### src/rtl/sigma_delta_modulator.sv
// sigma_delta_modulator
// First-order, single-bit, error-feedback sigma-delta modulator.
// A 17-bit signed integrator accumulates the difference between the
// incoming 16-bit PCM sample and the fed-back full-scale value chosen
// by the current output bit. The MSB of the integrator (inverted) is the
// bitstream, so the output is purely combinational from the register.
//
// Build option: define SDM_INPUT_REG_EN to place a register in front of
// the integrator. This adds one edge of latency from i_dataword_in to the
// integrator. The port list is the same in both builds.
module sigma_delta_modulator (
    input  logic        i_clk,
    input  logic        i_reset,
    input  logic [15:0] i_dataword_in,
    output logic        o_data_out,
    output logic [16:0] o_delay_out
);

    // Integrator (delay) register, two's complement.
    logic [16:0] r_acc;

    // Sample actually used by the integrator on this edge.
    logic [15:0] w_x;

    // Feedback value selected by the current output bit, 18-bit two's complement.
    logic [17:0] w_fb;

    // Full-width sum, one guard bit above the integrator width.
    logic [17:0] w_sum;

    // Guard bit is never needed: the in-range result always fits 17 bits.
    logic        w_unused_carry;

`ifdef SDM_INPUT_REG_EN
    // Input register; the integrator sees last edge's sample.
    logic [15:0] r_sample;

    // Capture the incoming sample each edge and clear it on reset.
    always_ff @(posedge i_clk) begin
        if (i_reset) begin
            r_sample <= 16'd0;
        end else begin
            r_sample <= i_dataword_in;
        end
    end

    assign w_x = r_sample;
`else
    assign w_x = i_dataword_in;
`endif

    // A non-negative integrator means the output represents +full-scale.
    assign o_data_out  = ~r_acc[16];
    assign o_delay_out = r_acc;

    // +32768 when the output is 1, -32768 when it is 0.
    assign w_fb = o_data_out ? 18'h08000 : 18'h38000;

    // Sign-extend both operands to 18 bits before summing so that the
    // intermediate never wraps; only the low 17 bits are kept.
    assign w_sum = {r_acc[16], r_acc} + {{2{w_x[15]}}, w_x} - w_fb;

    assign w_unused_carry = w_sum[17];

    // Integrate input minus feedback every edge; reset discards all history.
    always_ff @(posedge i_clk) begin
        if (i_reset) begin
            r_acc <= 17'd0;
        end else begin
            r_acc <= w_sum[16:0];
        end
    end

endmodule

### config.mk
export PLATFORM = sky130hd
export DESIGN_NAME = sigma_delta_modulator
export DESIGN_NICKNAME = d
export VERILOG_FILES = /design/src/rtl/sigma_delta_modulator.sv
export SDC_FILE = /design/constraint.sdc
export NUM_CORES = 1
export LEC_CHECK = 0
export BUFFER_PORTS_ARGS = -buffer_cell sky130_fd_sc_hd__buf_4
export CORE_MARGIN = 1.5
export CORE_UTILIZATION = 54
export CTS_CLUSTER_DIAMETER = 60
export DETAILED_ROUTE_END_ITERATION = 16
export GPL_TIMING_DRIVEN = 0
export HOLD_SLACK_MARGIN = 0.15
export PLACE_DENSITY_LB_ADDON = 0.1
export SLEW_MARGIN = 0
export SYNTH_ARGS = -nofsm -noshare
export SYNTH_HDL_FRONTEND = slang
export SYNTH_SLANG_ARGS = --single-unit
### constraint.sdc
create_clock -name i_clk -period 2.6 [get_ports i_clk]
set_input_delay 0.13 -clock i_clk [delete_from_list [all_inputs] [get_ports i_clk]]
set_output_delay 0.13 -clock i_clk [all_outputs]
set_load 0.01 [all_outputs]
==> results by group <==
Outcome
  • Status: finished, final reports clean

Routing
  • Vias: 1432
  • DRC violations left: 0
  • Routed len/inst: 9.96 um
  • Via density per instance: 4.96
  • Detailed Route WL: 2880 um
  • DRT Pass-1 Iters: 4
  • DRT iter0 DRCs: 26
  • ANT nets after route: 0

Hold path
  • HP Class: primary input to flip-flop
  • Hold endpoint: o_delay_out[0]
  • Hold path depth: 3
  • Hold Startpoint: i_dataword_in[0]

Clock tree
  • Post-CTS Resized: 0
  • Worst-Skew Late Latency: 0.29 ns
  • TritonCTS clock tree: built
  • # hold bufs at CTS: 0
  • Max Buffers Root-to-Sink: 2
  • Post-CTS Setup Inserts: 0
  • Clock transition at the registers of the reported paths: 0.10 ns
  • CTS Sinks: 17
  • Htree depth: 1
  • Clock Root Buffer: clkbuf_4
  • Cts bufs inserted: 3

Final layout
  • Final #Nets: 308
  • Antenna cell count: 0
  • Max reg flops: 17
  • Area Overhead vs Synth: 20.5%
  • Layout cell share with drive strength beyond 1: 17.1%
  • Fill count: 258
  • Sequential Area: 340 um^2
  • Multi-input gate area: 1010 um^2

Placed design
  • PortBufs: 35
  • Hpwl dp: 2380 um
  • Gpl congestion: 0.859
  • DP Worst Slack: 0.194 ns

Synthesis
  • Syn Std Cell Area: 1600 um^2
  • Seq/Total Area, Yosys: 21.3%
  • Post-synth top area cell: ha_1
  • Synth Register Bits: 17
  • Area contributors post-synth: ha_1 (24%), dfxtp_1 (21%), inv_1 (14%)
  • Ys Warns: 0
  • Synth unique cells: 29
  • Mapped Nets: 268
  • Mapped Cells: 219
  • Yosys top cell area share: 24.3%
  • Syn_area_per_cell: 7.28 um^2

STA
  • RSZ-0062 raised after global routing: false
  • Final min period: 2.43 ns
  • Max Freq: 0.412 GHz
  • Setup-failing EPs final: 0
  • Relative slew slack: 67.9%
  • Max-slew violations: 0
  • Fin. Hold Viols: 0
  • Clock skew: 0.0115 ns
  • Fin crit share: 93.3%
  • Slew @ Worst Pin: 0.482 ns
  • Setup TNS: 0 ns
  • Setup ws final: 0.175 ns

Critical path
  • Worst r2r dst: o_delay_out[15]
  • R2r setup slk: 0.17 ns
  • Critical Path RT: 2.78 ns
  • Setup crit end kind: flip-flop
  • R2r worst-path depth: 10
  • FF-to-FF Start: o_delay_out[8]
  • Worst Path Max Fanout: 8
  • WS Path Type: flip-flop to flip-flop
  • CP Launch Type: flip-flop
  • Data arrival time of the worst path: 2.61 ns

Floorplanning
  • FP Rows: 19
  • Die X: 57.4 um
  • Die H: 57.4 um
  • Starting Density: 57.4%
  • I/O pin count: 36
  • Die area: 3290 um^2
  • Core area: 2780 um^2

Power
  • Pleak: 0.00104 uW
  • Cell Pwr Density: 1160 nW/um^2
  • Peak VDD IR: 737 uV

Global route
  • Antenna violations before repair: 0
  • Largest net degree at the start of global routing: 11
  • Number of global-route vias before repair: 1242
  • GR Overflow Total: 0
  • First-pass GRT wire length: 4910 um
  • GRT Total Usage: 18.8%

Run
  • Max-cap check violation count: 0
cell usage in the layout, fill, tap and decap left out, drive strengths merged, types with 3 or more instances in the layout:
master,n
dfxtp,17
o21a,3
ha,31
mux2,5
clkbuf,6
inv,61
nor2b,7
o211ai,3
nor2,22
xor2,5
nand3,4
buf,36
a21oi,19
o21ai,10
nand2,9
power breakdown:
group | internal, uW | total [uW] | switching, uW
Combinational | 757 | 1670 | 912
Clock | 59.6 | 142 | 82.7
Sequential | 369 | 415 | 45.9
Total | 1190 | 2230 | 1040
worst max-delay path by stage:
stage,cells past startpoint,to,slack (ns),start
floorplan,9,o_delay_out[15],0.27,o_delay_out[4]
global placement,9,o_delay_out[15],0.20,o_delay_out[4]
detailed placement,10,o_delay_out[15],0.19,o_delay_out[8]
CTS,9,o_delay_out[15],0.16,o_delay_out[4]
global route,10,o_delay_out[15],0.01,o_delay_out[8]
finish,10,o_delay_out[15],0.17,o_delay_out[8]
Yosys cell counts:
cell and count:
o21ai_0 10, nor2b_1 7, o41a_1 1, ha_1 31
mux2_4 1, a2111o_1 1, dfxtp_1 17, nand4_1 2
xor2_1 5, nor2_1 22, clkbuf_1 2, nor3_1 2
xnor2_1 2, a211o_2 1, inv_1 61, mux2_2 4
o211ai_1 3, nand2_1 9, nand2b_1 1, a31oi_1 1
o31ai_1 2, nand3_1 4, o21a_1 3, buf_1 1
a21o_1 2, nor3b_1 2, a21oi_1 19, a211oi_1 2
o21bai_1 1
area by class of cell:
class	count	share of cell area [%]
tap	31	2.02
clock buffer	4	1.37
inverter	61	11.9
sequential	17	17.7
timing repair buffer	35	13.7
multi-input combinational	138	52.8
buffer	3	0.586
critical path: stages (launching register included):
cell	delay, ns
dfxtp_1	0.34
inv_1	0.04
ha_1	0.26
inv_1	0.04
ha_1	0.27
clkbuf_1	0.19
a211oi_1	0.36
o211ai_1	0.15
a21oi_1	0.18
o41a_1	0.19
mux2_4	0.30
routing by layer:
| metal | track usage (%) | part of all wire (%) |
|---|---|---|
| met4 | 6.98 | 1.1 |
| met2 | 32.1 | 50 |
| met5 | 0 | 0 |
| met3 | 2.04 | 3.2 |
| met1 | 24.2 | 46 |
cell families (layout without fill, tap and decap cells):
family / Yosys count / after routing / share of synthesized area, %
flops: 17 / 17 / 21.3
xor+xnor: 7 / 7 / 3.84
compound gates: 46 / 46 / 17.6
fa+ha+maj: 31 / 31 / 24.3
simple gates: 49 / 49 / 14.0
buf+inv: 64 / 103 / 15.1
mux: 5 / 5 / 3.76
stage by stage:
| stage | power (uW) | area [um^2] | cells | utilization [%] | hold WS [ns] |
|---|---|---|---|---|---|
| floorplan | 1670 | 1600 | 219 | - | 0.353 |
| global placement | 2070 | 1900 | 285 | 68.2 | 0.470 |
| detailed placement | 2090 | 1900 | 285 | 68.2 | 0.485 |
| CTS | 2240 | 1920 | 289 | 69.1 | 0.179 |
| global route | 2490 | 1920 | 289 | 69.1 | 0.184 |
| finish | 2230 | 1920 | 289 | 69.1 | 0.184 |
No activity file was read; power rests on OpenSTA's default activity.
